<file path="src/rtl/serial_pkg.sv">
// Package serial_pkg
//  Shared definitions for the framed serial transmitter and its matching receiver.
//  Contents:
//    ST_*       FSM state encodings (IDLE, START, DATA, PARITY, STOP)
//    *_LVL      serial line levels for idle, start and stop bits
package serial_pkg;

  localparam int ST_W = 3;

  localparam logic [ST_W-1:0] ST_IDLE   = 3'd0;
  localparam logic [ST_W-1:0] ST_START  = 3'd1;
  localparam logic [ST_W-1:0] ST_DATA   = 3'd2;
  localparam logic [ST_W-1:0] ST_PARITY = 3'd3;
  localparam logic [ST_W-1:0] ST_STOP   = 3'd4;

  localparam logic IDLE_LVL  = 1'b1;
  localparam logic START_LVL = 1'b0;
  localparam logic STOP_LVL  = 1'b1;

endpackage

</file>
<file path="src/rtl/serial_bit_timer.sv">
// Module serial_bit_timer
//  Counts the clocks of one serial bit and flags the last clock of each bit.
//  Ports:
//    clk      in   rising-edge clock
//    reset_n  in   asynchronous active-low reset
//    restart  in   forces the tick counter back to 0 (frame accept or clear)
//    run      in   count while a frame is in progress
//    bit_end  out  high on the last clock (CLKS_PER_BIT-1) of the current bit
module serial_bit_timer #(
  parameter int CLKS_PER_BIT = 4
) (
  input  logic clk,
  input  logic reset_n,
  input  logic restart,
  input  logic run,
  output logic bit_end
);

  localparam int TW = $clog2(CLKS_PER_BIT + 1);
  localparam logic [TW-1:0] TICK_LAST = TW'(CLKS_PER_BIT - 1);

  logic [TW-1:0] tick_q;
  logic [TW-1:0] tick_d;

  always_comb begin
    tick_d = tick_q;
    if (restart) begin
      tick_d = '0;
    end else if (run) begin
      tick_d = (tick_q == TICK_LAST) ? '0 : tick_q + 1'b1;
    end
  end

  // A restart wins over a pending boundary so a clear never advances the FSM.
  assign bit_end = run && !restart && (tick_q == TICK_LAST);

  always_ff @(posedge clk or negedge reset_n) begin
    if (!reset_n) begin
      tick_q <= '0;
    end else begin
      tick_q <= tick_d;
    end
  end

endmodule

</file>
<file path="src/rtl/serial_frame_tx.sv">
// Module serial_frame_tx
//  Framed serial transmitter. A word accepted over tx_valid/tx_ready is sent
//  LSB first as start bit, DATA_W data bits, optional even parity and
//  STOP_BITS stop bits, each bit held CLKS_PER_BIT clocks.
//  Build option: define SERIAL_TX_PARITY_EN to insert the even-parity bit.
//  Ports:
//    clk       in   rising-edge clock
//    reset_n   in   asynchronous active-low reset
//    clear_n   in   synchronous active-low clear, aborts any frame
//    tx_data   in   word to send, sampled on accept only
//    tx_valid  in   tx_data valid
//    tx_ready  out  can accept (idle and not clearing)
//    tx_line   out  registered serial output, idle high
//    tx_busy   out  frame in progress
//    tx_done   out  one-cycle pulse in the first idle cycle after a frame
module serial_frame_tx
  import serial_pkg::*;
#(
  parameter int DATA_W       = 8,
  parameter int CLKS_PER_BIT = 4,
  parameter int STOP_BITS    = 1
) (
  input  logic              clk,
  input  logic              reset_n,
  input  logic              clear_n,
  input  logic [DATA_W-1:0] tx_data,
  input  logic              tx_valid,
  output logic              tx_ready,
  output logic              tx_line,
  output logic              tx_busy,
  output logic              tx_done
);

  localparam int BW = $clog2(DATA_W + 1);
  localparam logic [BW-1:0] DATA_LAST = BW'(DATA_W - 1);
  localparam logic [BW-1:0] STOP_LAST = BW'(STOP_BITS - 1);

  logic [ST_W-1:0]   state_q,   state_d;
  logic [BW-1:0]     bit_cnt_q, bit_cnt_d;
  logic [DATA_W-1:0] shift_q,   shift_d;
  logic              line_q,    line_d;
  logic              done_q,    done_d;
`ifdef SERIAL_TX_PARITY_EN
  logic              parity_q,  parity_d;
`endif

  logic accept;
  logic bit_end;

  assign tx_ready = (state_q == ST_IDLE) && clear_n;
  assign tx_busy  = (state_q != ST_IDLE);
  assign tx_line  = line_q;
  assign tx_done  = done_q;
  assign accept   = tx_valid && tx_ready;

  serial_bit_timer #(
    .CLKS_PER_BIT (CLKS_PER_BIT)
  ) u_timer (
    .clk     (clk),
    .reset_n (reset_n),
    .restart (accept || !clear_n),
    .run     (tx_busy),
    .bit_end (bit_end)
  );

  // line_d is the level for the cycle after the edge, so tx_line stays a
  // plain flop output while still changing exactly at bit boundaries.
  always_comb begin
    state_d   = state_q;
    bit_cnt_d = bit_cnt_q;
    shift_d   = shift_q;
    line_d    = line_q;
    done_d    = 1'b0;
`ifdef SERIAL_TX_PARITY_EN
    parity_d  = parity_q;
`endif
    if (!clear_n) begin
      state_d   = ST_IDLE;
      bit_cnt_d = '0;
      shift_d   = '0;
      line_d    = IDLE_LVL;
    end else begin
      case (state_q)
        ST_IDLE: begin
          line_d = IDLE_LVL;
          if (accept) begin
            state_d   = ST_START;
            shift_d   = tx_data;
            bit_cnt_d = '0;
            line_d    = START_LVL;
`ifdef SERIAL_TX_PARITY_EN
            parity_d  = ^tx_data;
`endif
          end
        end
        ST_START: begin
          if (bit_end) begin
            state_d = ST_DATA;
            line_d  = shift_q[0];
          end
        end
        ST_DATA: begin
          if (bit_end) begin
            shift_d = shift_q >> 1;
            if (bit_cnt_q == DATA_LAST) begin
              bit_cnt_d = '0;
`ifdef SERIAL_TX_PARITY_EN
              state_d   = ST_PARITY;
              line_d    = parity_q;
`else
              state_d   = ST_STOP;
              line_d    = STOP_LVL;
`endif
            end else begin
              bit_cnt_d = bit_cnt_q + 1'b1;
              line_d    = shift_d[0];
            end
          end
        end
`ifdef SERIAL_TX_PARITY_EN
        ST_PARITY: begin
          if (bit_end) begin
            state_d = ST_STOP;
            line_d  = STOP_LVL;
          end
        end
`endif
        ST_STOP: begin
          if (bit_end) begin
            if (bit_cnt_q == STOP_LAST) begin
              state_d   = ST_IDLE;
              bit_cnt_d = '0;
              line_d    = IDLE_LVL;
              done_d    = 1'b1;
            end else begin
              bit_cnt_d = bit_cnt_q + 1'b1;
            end
          end
        end
        default: begin
          state_d   = ST_IDLE;
          bit_cnt_d = '0;
          line_d    = IDLE_LVL;
        end
      endcase
    end
  end

  always_ff @(posedge clk or negedge reset_n) begin
    if (!reset_n) begin
      state_q   <= ST_IDLE;
      bit_cnt_q <= '0;
      shift_q   <= '0;
      line_q    <= IDLE_LVL;
      done_q    <= 1'b0;
`ifdef SERIAL_TX_PARITY_EN
      parity_q  <= 1'b0;
`endif
    end else begin
      state_q   <= state_d;
      bit_cnt_q <= bit_cnt_d;
      shift_q   <= shift_d;
      line_q    <= line_d;
      done_q    <= done_d;
`ifdef SERIAL_TX_PARITY_EN
      parity_q  <= parity_d;
`endif
    end
  end

endmodule

</file>
<file path="config.mk">
export PLATFORM = sky130hd
export DESIGN_NAME = serial_frame_tx
export DESIGN_NICKNAME = d
export VERILOG_FILES = /design/src/rtl/serial_pkg.sv /design/src/rtl/serial_bit_timer.sv /design/src/rtl/serial_frame_tx.sv
export SDC_FILE = /design/constraint.sdc
export NUM_CORES = 1
export LEC_CHECK = 0
export BUFFER_PORTS_ARGS = -buffer_cell sky130_fd_sc_hd__buf_2
export CAP_MARGIN = 10
export CORE_MARGIN = 4
export CORE_UTILIZATION = 50
export CTS_BUF_LIST = sky130_fd_sc_hd__clkbuf_4 sky130_fd_sc_hd__clkbuf_8
export DETAILED_ROUTE_END_ITERATION = 8
export PLACE_DENSITY_LB_ADDON = 0.3
export SYNTH_ARGS = -nofsm -noshare
export SYNTH_HDL_FRONTEND = slang
export SYNTH_SLANG_ARGS = --single-unit
</file>
<file path="constraint.sdc">
create_clock -name clk -period 2.04 [get_ports clk]
set_input_delay 0.408 -clock clk [delete_from_list [all_inputs] [get_ports clk]]
set_output_delay 0.408 -clock clk [all_outputs]
set_load 0.005 [all_outputs]
</file>
==> out/qor_table.md, run 1 <==
| Metric | This run |
|---|---|
| Estimated wirelength of the detail-placed design | 1710 um |
| Synthesized-area fraction occupied by adder cells | 3.02% |
| Setup bufs post-CTS | 0 |
| RSZ-0062 raised after global routing | no |
| Die outline area | 3350 um2 |
| Cell variety after synth | 43 |
| Placed cell areas | 1310 um2 |
| Simple logic cell fraction of the synthesized area | 17.0% |
| Post-detailed-route DRC marker count | 0 |
| Main combinational cell family by area after synthesis | compound AO/OA/AOI/OAI gates |
| Yosys warning total | 0 |
| Number of buffers added by the clock tree synthesis step | 3 |
| Total of fill cells in the finished design | 207 |
| Synth Instances | 116 |
| Share of final-layout standard cells stronger than drive strength 1 | 31.3% |
| Post-layout minimum cycle time | 1.88 ns |
| Data required, critical path | 1.63 ns |
| Average routed wire per standard cell | 14.5 um |
| Crit share post-route | 92.3% |
| Startpoint of the most critical setup path | state_q[2] |
| Clock buffer depth | 2 |
| Status | finished clean |
| Critical Path AT | 1.48 ns |
| N_diodes | 0 |
| Count of state elements after synthesis | 20 |
| Worst relative slew slack | 68.1% |
| Post-synthesis area per instance | 10.7 um2 |
| Total clock sinks | 20 |
| CTS Root Cell | clkbuf_4 |
| Least setup slack across all paths after layout | 0.157 ns |
| Setup slack at placement | 0.172 ns |
| Synth-to-layout area growth | 9.15% |
| GR Util All Layers | 15.6% |
| Gpl congestion | 0.788 |
| Die width | 57.9 um |
| Endpoint type of the worst setup path | output pin |
| Fin. Hold Viols | 0 |
| Post-synthesis sequential area ratio | 40.3% |
| Floorplan Core Area | 2300 um2 |
| Number of buffers inserted by hold repair at cts | 0 |
| Vias in the first global route | 929 |
| Maximum fanout along the worst path | 14 |
| Starting Density | 54.2% |
| Cell leakage power | 0.620 nW |
| Slew @ Worst Pin | 0.478 ns |
| Vias/cell | 5.99 |
| Slew Viols, Final | 0 |
| Launching point of the worst reg2reg path | u_timer.tick_q[0] |
| Power after layout | 0.866 mW |
| Number of failing setup endpoints in the final timing report | 0 |
| Aggregate routed wire length | 2300 um |
| I/O Pins | 16 |
| CTS tree | done |
| Fraction of synthesized area in multiplexers | 8.74% |
| DR vias | 952 |
| Level count of the clock H-tree | 1 |
| Clock insertion delay at the later pin of the skew report | 0.30 ns |
| Port Buffers | 15 |
| Remaining number of nets flagged by the antenna check after routing | 0 |
| Power density normalized to cell area | 638 nW/um2 |
| Worst IR drop on VDD | 425 uV |
| Maximum number of pins on one net before global-route repair | 21 |
| Worst setup skew after layout | 0.00782 ns |
| Row count | 17 |
| Global-route wire length before repair | 4150 um |
| Total grt overflow | 0 |
| Max-cap violations | 0 |
| Initial antenna violation count | 0 |
| Post-synth design cell area | 1240 um2 |
| Area share of xor/xnor cells in the synthesized design | 0.704% |
| Net count of the mapped netlist | 131 |
| Max Freq | 0.531 GHz |
| Clock slew at the register clock pins of the worst setup and hold paths | 0.12 ns |
| Sum of negative setup slack | 0 ns |
| Hold crit path type | in -> async |
| Post-synthesis compound-gate area fraction | 21.4% |
| Startpoint type of the worst setup path | register |
| Startpoint-to-endpoint class of the critical path | reg -> out |
| Die Y | 57.9 um |
| Final instance area | 1360 um2 |
| Number of nets in the finished design | 147 |
| Count of routing violations after the opening detailed-route iteration | 18 |
| Iteration count of the initial detailed-routing pass | 4 |
==> area by class of cell <==
cell class,count,area (um2),share of cell area (%)
multi-input combinational,79,633,46.6
sequential,20,503,37.0
timing repair buffer,18,97.6,7.18
inverter,10,37.5,2.76
tap,28,35.0,2.58
clock inverter,1,30.0,2.21
clock buffer,3,22.5,1.66
==> critical path: stages (launching register included) <==
cell	delay (ns)
dfrtp_1	0.57
nor3_1	0.27
inv_1	0.13
nor2_1	0.09
buf_2	0.11
==> final timing paths <==
kind / endpoint / slack (ns) / cells after the start
worst max-delay path: tx_ready / 0.16 / 4
worst min-delay path: bit_cnt_q[2] / 0.02 / 1
worst max register to register: shift_q[2] / 0.16 / 5
worst min register to register: tx_line / 0.53 / 2
max in group asynchronous: tx_line / 1.67 / 1
min in group clk: shift_q[7] / 0.34 / 3
==> cells in the final DEF (no fill, tap or decap), types with 2 or more instances in the layout <==
cell,netlist,routed
inv_1,9,9
a311oi_1,2,2
nor3b_1,2,2
mux2_2,7,7
a22oi_1,2,2
mux2i_1,3,3
buf_2,1,15
a22o_1,7,7
ha_1,3,3
a31oi_1,3,3
a21oi_1,3,3
buf_4,0,3
nor2b_1,2,2
nor3_1,4,4
nor2_1,7,7
a211oi_1,2,2
nand3_1,2,2
dfrtp_1,19,18
nor4b_1,2,2
nand2_1,7,7
clkbuf_4,0,3
==> sequential cells by signal, summed over array words and instances, names as in the netlist <==
signal,flops
bit_cnt_q,4
tx_line,1
tx_done,1
shift_q,8
u_timer.tick_q,3
state_q,3
==> metrics by stage <==
step	utilization (%)	hold WS (ns)	std cells
after floorplan	-	0.112	116
after global routing	59.2	0.0476	159
after detailed placement	56.8	0.378	155
after global placement	56.8	0.375	155
final	59.2	0.0228	159
after CTS	59.1	0.0329	159
==> layer usage <==
layer	vias up	wire length (um)	track usage, %	part of all wire (%)
li1	457	-	-	-
met1	478	1080	21.9	47
met2	15	1100	23.9	48
met3	2	95	2.67	4.1
met4	0	23	5.96	1.0
met5	-	0	0	0
==> synth_stat cells (all sizes together) <==
| cell type | number | area (um2) |
|---|---|---|
| dfrtp | 19 | 475 |
| inv | 10 | 37.5 |
| a22o | 7 | 61.3 |
| buf | 7 | 72.6 |
| mux2 | 7 | 78.8 |
| nand2 | 7 | 26.3 |
| nor2 | 7 | 26.3 |
| a21oi | 4 | 23.8 |
| nor3 | 4 | 20.0 |
| a31oi | 3 | 18.8 |
| ha | 3 | 37.5 |
| mux2i | 3 | 30.0 |
| nor2b | 3 | 26.3 |
| nor3b | 3 | 27.5 |
| a2111oi | 2 | 23.8 |
| a211oi | 2 | 15.0 |
| a22oi | 2 | 15.0 |
| a311oi | 2 | 17.5 |
| nand3 | 2 | 10.0 |
| nor4b | 2 | 17.5 |
| o31ai | 2 | 28.8 |
| a211o | 1 | 8.76 |
| a2bb2oi | 1 | 15.0 |
| and2 | 1 | 6.26 |
| and2b | 1 | 7.51 |
| and4bb | 1 | 12.5 |
| dfstp | 1 | 26.3 |
| nand3b | 1 | 7.51 |
| nand4bb | 1 | 11.3 |
| nor4 | 1 | 6.26 |
| o2111a | 1 | 11.3 |
| o21ai | 1 | 5.00 |
| o22ai | 1 | 6.26 |
| o32ai | 1 | 16.3 |
| or2 | 1 | 6.26 |
| xnor2 | 1 | 8.76 |
==> what timing repair did <==
item                       CTS  global route
gates resized for setup      0             1
setup endpoints to repair    0             1
hold endpoints to repair     0             0
==> cell families after synthesis <==
group                      after synthesis
and+or+nand+nor                         35
AOI/OAI and AO/OA                       30
DFF                                     20
buffers and inverters                   17
muxes                                   10
adders and majority gates                3
xor gates and xnor gates                 1
==> report_power, final <==
part	total (mW)	internal, mW	switching (mW)	leakage (nW)
clock	0.326	0.198	0.128	0.0279
sequential	0.436	0.418	0.0176	0.264
combinational	0.104	0.0510	0.0534	0.328
total	0.866	0.668	0.199	0.620
Power figures use the tool's default switching activity.
==> run 2: changes to the inputs <==
- GPL_TIMING_DRIVEN: default -> 0
==> out/qor_table.md, run 2 (synthesis gave the netlist of run 1 again) <==
| Metric | This run | vs previous |
|---|---|---|
| Status | finished clean |  |
| Floorplan Core Area | 2300 um2 | unchanged |
| GR Util All Layers | 15.9% | +0.32 points |
| Crit share post-route | 93.9% | +1.6 points |
| Fin. Hold Viols | 0 | unchanged |
| Number of buffers inserted by hold repair at cts | 0 | unchanged |
| Power after layout | 0.746 mW | -14% |
| Design internal power | 0.560 mW | -16% |
| Aggregate routed wire length | 2390 um | +3.9% |
| Regs by FF count | shift_q: 8 flops, bit_cnt_q: 4 flops |  |
| Cell leakage power | 0.636 nW | +2.5% |
| Setup bufs post-CTS | 0 | unchanged |
| Clock slew at the register clock pins of the worst setup and hold paths | 0.12 ns | about the same |
| Post-layout minimum cycle time | 1.92 ns | +0.0326 ns |
| Die Y | 57.9 um | unchanged |
| Endpoint type of the worst setup path | output pin |  |
| Gpl congestion | 0.838 | +6.3% |
| Commonest non-fill, non-tap cell in the layout | dfrtp_1 |  |
| Slew Viols, Final | 0 | unchanged |
| Die width | 57.9 um | unchanged |
| RSZ-0062 raised after global routing | no |  |
| Hold crit path type | in -> async |  |
| Least setup slack across all paths after layout | 0.124 ns | -0.0326 ns |
| Synth-to-layout area growth | 11.3% |  |
| Count of routing violations after the opening detailed-route iteration | 31 | +13 |
| Sum of negative setup slack | 0 ns | unchanged |
| Worst relative slew slack | 63.1% | -5.0 points |
| CTS tree | done |  |
| Startpoint-to-endpoint class of the critical path | reg -> out |  |
| Vias in the first global route | 981 | +5.6% |
| Maximum fanout along the worst path | 10 | -4 |
| Row count | 17 | unchanged |
| Worst setup skew after layout | 0.00787 ns | +0.0000473 ns |
| Critical Path AT | 1.51 ns | +0.03 ns |
| Total clock sinks | 20 | unchanged |
| Sequential power share | 57.3% | +7.0 points |
| Average routed wire per standard cell | 14.8 um | +2.0% |
| Worst IR drop on VDD | 461 uV | +8.5% |
| Setup slack at placement | 0.210 ns | +0.0376 ns |
| Number of failing setup endpoints in the final timing report | 0 | unchanged |
| Data required, critical path | 1.63 ns | about the same |
| Clock buffer depth | 2 | unchanged |
| N_diodes | 0 | unchanged |
| Top library cells by usage in the layout, fill and taps aside | dfrtp_1 (19), buf_2 (15), inv_1 (9) |  |
| Switching power | 0.187 mW | -6.0% |
| Largest reg by FF count | shift_q |  |
| Die outline area | 3350 um2 | unchanged |
| Clock insertion delay at the later pin of the skew report | 0.29 ns | about the same |
| Level count of the clock H-tree | 1 | unchanged |
| Total grt overflow | 0 | unchanged |
| PostCTS Resize Cnt | 1 | +1 |
| Initial antenna violation count | 0 | unchanged |
| I/O Pins | 16 | unchanged |
| Starting Density | 54.2% | unchanged |
| Max Freq | 0.522 GHz | -1.7% |
| CTS Root Cell | clkbuf_4 |  |
| Power density normalized to cell area | 539 nW/um2 | -15% |
| Combinational cell fraction of total power | 15.0% | +3.0 points |
| Port Buffers | 14 | -1 |
| Maximum number of pins on one net before global-route repair | 21 | unchanged |
| Clock network fraction of total power | 27.7% | -9.9 points |
| Remaining number of nets flagged by the antenna check after routing | 0 | unchanged |
| Iteration count of the initial detailed-routing pass | 5 | +1 |
| Switching power share of the total | 25.0% | +2.1 points |
| Final core occ | 60.3% | +1.1 points |
| Total of fill cells in the finished design | 194 | -6.3% |
| Number of buffers added by the clock tree synthesis step | 3 | unchanged |
| Vias/cell | 5.92 | -1.1% |
| Slew @ Worst Pin | 0.554 ns | +0.0755 ns |
| DR vias | 959 | +0.74% |
| Startpoint type of the worst setup path | register |  |
| Share of final-layout standard cells stronger than drive strength 1 | 32.8% | +1.5 points |
| Number of nets in the finished design | 150 | +2.0% |
| Post-detailed-route DRC marker count | 0 | unchanged |
| Max-cap violations | 0 | unchanged |
| Max reg flops | 8 | unchanged |
| Estimated wirelength of the detail-placed design | 1780 um | +4.0% |
| Global-route wire length before repair | 4290 um | +3.3% |
==> run 2: cell types whose count changed in the layout (fill, tap and decap cells not counted), sizes merged <==
cell,delta
buf,+3
bufinv,-1
clkbuf,+1
==> run 2: worst max-delay path, stage by stage, from the launching register on <==
cell and delay, ns:
dfrtp_1 0.44, buf_6 0.16, nor3_2 0.26, inv_1 0.14
nor2_1 0.10, buf_2 0.11
==> run 2: final timing paths <==
path,start,cells past startpoint,to,slack (ns)
worst min-delay path,reset_n,1,bit_cnt_q[2],0.04
min in group clk,tx_data[7],3,shift_q[7],0.34
worst min register to register,shift_q[0],1,shift_q[0],0.52
worst max register to register,u_timer.tick_q[0],6,bit_cnt_q[0],0.18
worst max-delay path,state_q[1],5,tx_ready,0.12
max in group asynchronous,reset_n,1,tx_line,1.66
==> run 2: final cells by class <==
type	instances	area [um2]	share of cell area, %
Sequential cell	20	502	36.2
Tap cell	28	35.0	2.53
Inverter	10	37.5	2.71
Multi-Input combinational cell	79	638	46.1
Buffer	7	72.6	5.24
Timing Repair Buffer	14	70.1	5.06
Clock buffer	4	30.0	2.17
==> run 2: per-layer routing <==
metal  track usage (%)  vias to the layer above  routed length (um)
met2              26.8                       30                1160
met1              20.4                      457                1060
met4              4.64                        0                  35
met5                 0                        -                   0
met3              3.56                        6                 142
li1                  -                      466                   -
==> run 2: power groups by stage <==
stage	clock network [mW]	registers, mW	logic (mW)
detailed placement	0	0.436	0.112
finish	0.207	0.428	0.112
floorplan	0	0.434	0.0751
global route	0.237	0.431	0.124
global placement	0	0.436	0.108
CTS	0.214	0.428	0.113
==> run 2: per-stage QoR <==
stage               cells  cell area (um2)  hold WS [ns]
CTS                   162             1390        0.0471
global route          162             1390        0.0573
finish                162             1390        0.0371
floorplan             116             1240         0.112
global placement      158             1350         0.379
detailed placement    158             1350         0.384
==> run 3: changes to the inputs <==
- ABC_AREA: default -> 1
- CAP_MARGIN: 10 -> 20
==> out/qor_table.md, run 3 <==
| Metric | This run | vs previous |
|---|---|---|
| Post-detailed-route DRC marker count | 0 | unchanged |
| GR Util All Layers | 17.3% | +1.3 points |
| Starting Density | 55.0% | +0.76 points |
| Port Buffers | 14 | unchanged |
| Number of buffers inserted by hold repair at cts | 0 | unchanged |
| DP Cell Count | 213 | +35% |
| Startpoint-to-endpoint class of the critical path | reg -> out |  |
| Clock buffer depth | 2 | unchanged |
| Cell type with the highest aggregate area in the netlist | dfrtp_1 |  |
| Clock slew at the register clock pins of the worst setup and hold paths | 0.12 ns | about the same |
| Maximum number of pins on one net before global-route repair | 21 | unchanged |
| Largest reg by FF count | shift_q |  |
| Post-layout minimum cycle time | 1.75 ns | -0.164 ns |
| Global-route wire length before repair | 4660 um | +8.5% |
| EDFF count, synth | 0 | unchanged |
| RSZ-0062 raised after global routing | no |  |
| Number of nets in the finished design | 205 | +37% |
| Post-synthesis area per instance | 7.38 um2 | -31% |
| Worst setup skew after layout | 0.00757 ns | -0.000301 ns |
| Crit share post-route | 85.9% | -8.0 points |
| Maximum fanout along the worst path | 5 | -5 |
| Row count | 17 | unchanged |
| Most frequently used cell type in the post-synthesis netlist | nand2_1 |  |
| Aggregate routed wire length | 2660 um | +11% |
| Gpl congestion | 0.882 | +5.3% |
| Endpoint type of the worst setup path | output pin |  |
| Max Freq | 0.571 GHz | +9.4% |
| Worst relative slew slack | 70.6% | +7.6 points |
| Net count of the mapped netlist | 186 | +42% |
| Critical Path AT | 1.34 ns | -0.17 ns |
| Cell leakage power | 0.768 nW | +21% |
| Cells taking the most area after synthesis | dfrtp_1 (38%), nand2_1 (18%), nand3_1 (11%), inv_1 (4.5%), ha_1 (3.0%) |  |
| Vias/cell | 5.43 | -8.2% |
| I/O Pins | 16 | unchanged |
| Max-cap violations | 0 | unchanged |
| Number of failing setup endpoints in the final timing report | 0 | unchanged |
| Proportion of netlist area held by the largest area contributor | 37.7% | -0.53 points |
| Total of fill cells in the finished design | 217 | +12% |
| Data required, critical path | 1.63 ns | about the same |
| Status | finished clean |  |
| Initial antenna violation count | 0 | unchanged |
| Fraction of registers with async set or reset after synthesis | 100% | unchanged |
| Hold crit path type | in -> async |  |
| Library cell contributing the largest single delay on the critical path | dfrtp_1 |  |
| CTS Root Cell | clkbuf_4 |  |
| Post-synthesis sequential area ratio | 39.7% | -0.56 points |
| Least setup slack across all paths after layout | 0.288 ns | +0.164 ns |
| Die Y | 58.3 um | +0.60% |
| Final Hold Slack | 0.0268 ns | -0.0103 ns |
| Power density normalized to cell area | 1030 nW/um2 | +92% |
| Clock insertion delay at the later pin of the skew report | 0.30 ns | about the same |
| CTS tree | done |  |
| Worst IR drop on VDD | 702 uV | +52% |
| Floorplan Core Area | 2300 um2 | unchanged |
| Total clock sinks | 20 | unchanged |
| Yosys warning total | 0 | unchanged |
| Share of final-layout standard cells stronger than drive strength 1 | 22.2% | -11 points |
| Most numerous cell types in the synthesized netlist | nand2_1 (60), nand3_1 (27), dfrtp_1 (19) |  |
| Number of buffers added by the clock tree synthesis step | 3 | unchanged |
| Startpoint type of the worst setup path | register |  |
| Estimated wirelength of the detail-placed design | 2040 um | +15% |
| Vias in the first global route | 1096 | +12% |
| Predominant post-synthesis flop cell | dfrtp_1 |  |
| Fin. Hold Viols | 0 | unchanged |
| Level count of the clock H-tree | 1 | unchanged |
| Remaining number of nets flagged by the antenna check after routing | 0 | unchanged |
| Total grt overflow | 0 | unchanged |
| Count of routing violations after the opening detailed-route iteration | 52 | +68% |
| Cell variety after synth | 24 | -44% |
| Top library cells by usage in the layout, fill and taps aside | nand2_1 (60), nand3_1 (27), dfrtp_1 (19), buf_2 (16), inv_1 (15) |  |
| Synth-to-layout area growth | 10.7% |  |
| Critical path cell sequence | nor2_4 -> nand2_4 -> nor2_2 -> buf_2 |  |
| Regs by FF count | shift_q: 8 flops, bit_cnt_q: 4 flops |  |
| Final instance count without filler cells | 217 | +34% |
| Max reg flops | 8 | unchanged |
| Delay-heaviest family, CP | flip-flops |  |
| N_diodes | 0 | unchanged |
| Count of state elements after synthesis | 20 | unchanged |
| Buffering stage count on the worst path with inverters included | 1 | -2 |
| Delay of the slowest critical-path stage | 0.48 ns | +0.04 ns |
| Sum of negative setup slack | 0 ns | unchanged |
| Post-synth design cell area | 1260 um2 | +1.4% |
| DR vias | 1179 | +23% |
| Iteration count of the initial detailed-routing pass | 5 | unchanged |
| Slew Viols, Final | 0 | unchanged |
| Die width | 58.3 um | +0.60% |
| Slew @ Worst Pin | 0.440 ns | -0.114 ns |
| Commonest non-fill, non-tap cell in the layout | nand2_1 |  |
| Synth Instances | 171 | +47% |
| Setup slack at placement | 0.543 ns | +0.333 ns |
| Setup bufs post-CTS | 0 | unchanged |
| Average routed wire per standard cell | 12.3 um | -17% |
| Die outline area | 3390 um2 | +1.2% |
| PostCTS Resize Cnt | 0 | -1 |
-- run 3: changes by cell type after synthesis, sizes merged, moves of 4 or more --
| cell | delta |
|---|---|
| nor2 | +10 |
| mux2 | -7 |
| nand3 | +25 |
| a22o | -5 |
| inv | +8 |
| nand2 | +60 |
| buf | -4 |
-- run 3: power breakdown --
| part | switching [mW] | total, mW | internal, mW |
|---|---|---|---|
| clock network | 0.122 | 0.212 | 0.0894 |
| registers | 0.0835 | 0.586 | 0.503 |
| logic | 0.423 | 0.645 | 0.222 |
| total | 0.628 | 1.44 | 0.814 |
-- run 3: area by class of cell --
| cell class | count | area (um2) | share of cell area (%) |
|---|---|---|---|
| multi-input combinational | 130 | 676 | 48.3 |
| sequential | 20 | 502 | 35.9 |
| timing repair buffer | 14 | 70.1 | 5.01 |
| inverter | 18 | 67.6 | 4.83 |
| tap | 28 | 35.0 | 2.51 |
| clock buffer | 4 | 30.0 | 2.15 |
| buffer | 3 | 17.5 | 1.25 |
-- run 3: per-layer routing --
metal | global-route usage (%) | up-vias | part of all wire [%] | wire length [um]
li1 | - | 588 | - | -
met2 | 26.3 | 40 | 46 | 1220
met3 | 3.56 | 10 | 5.5 | 147
met4 | 5.96 | 0 | 2.3 | 60
met5 | 0 | - | 0 | 0
met1 | 24.2 | 541 | 46 | 1240
-- run 3: worst reg2reg max path, cell delays in order, from the launching register on --
cell and delay, ns:
dfrtp_1 0.48, nor2_4 0.19, nand3_1 0.19, inv_2 0.19
nand2_1 0.10, nand4_1 0.17, nand2_1 0.08, nand2_1 0.06
-- run 3: worst paths after layout --
path                             from      endpoint  slack, ns  cells past startpoint
min                           reset_n    shift_q[2]       0.03                      1
max in group asynchronous     reset_n       tx_line       1.67                      1
max reg2reg                state_q[0]  bit_cnt_q[0]       0.51                      7
min reg2reg                   tx_line       tx_line       0.47                      2
min in group clk           tx_data[7]    shift_q[7]       0.37                      3
max                        state_q[0]      tx_ready       0.29                      4
-- run 3: metrics by stage --
stage	area, um2	utilization (%)	power [mW]
floorplan	1260	-	1.07
global route	1400	60.8	1.56
detailed placement	1370	59.5	1.24
finish	1400	60.8	1.44
global placement	1370	59.5	1.21
CTS	1400	60.8	1.45
-- run 3: cell families (layout without fill, tap and decap cells) --
family,count (synthesis),in the layout,synth area share [%]
adder cells (fa/ha/maj),3,3,2.97
XOR/XNOR,2,2,1.39
AO/OA/AOI/OAI,10,10,5.55
AND/OR/NAND/NOR,115,115,43.6
buffers and inverters,21,39,6.74
flip-flops,20,20,39.7
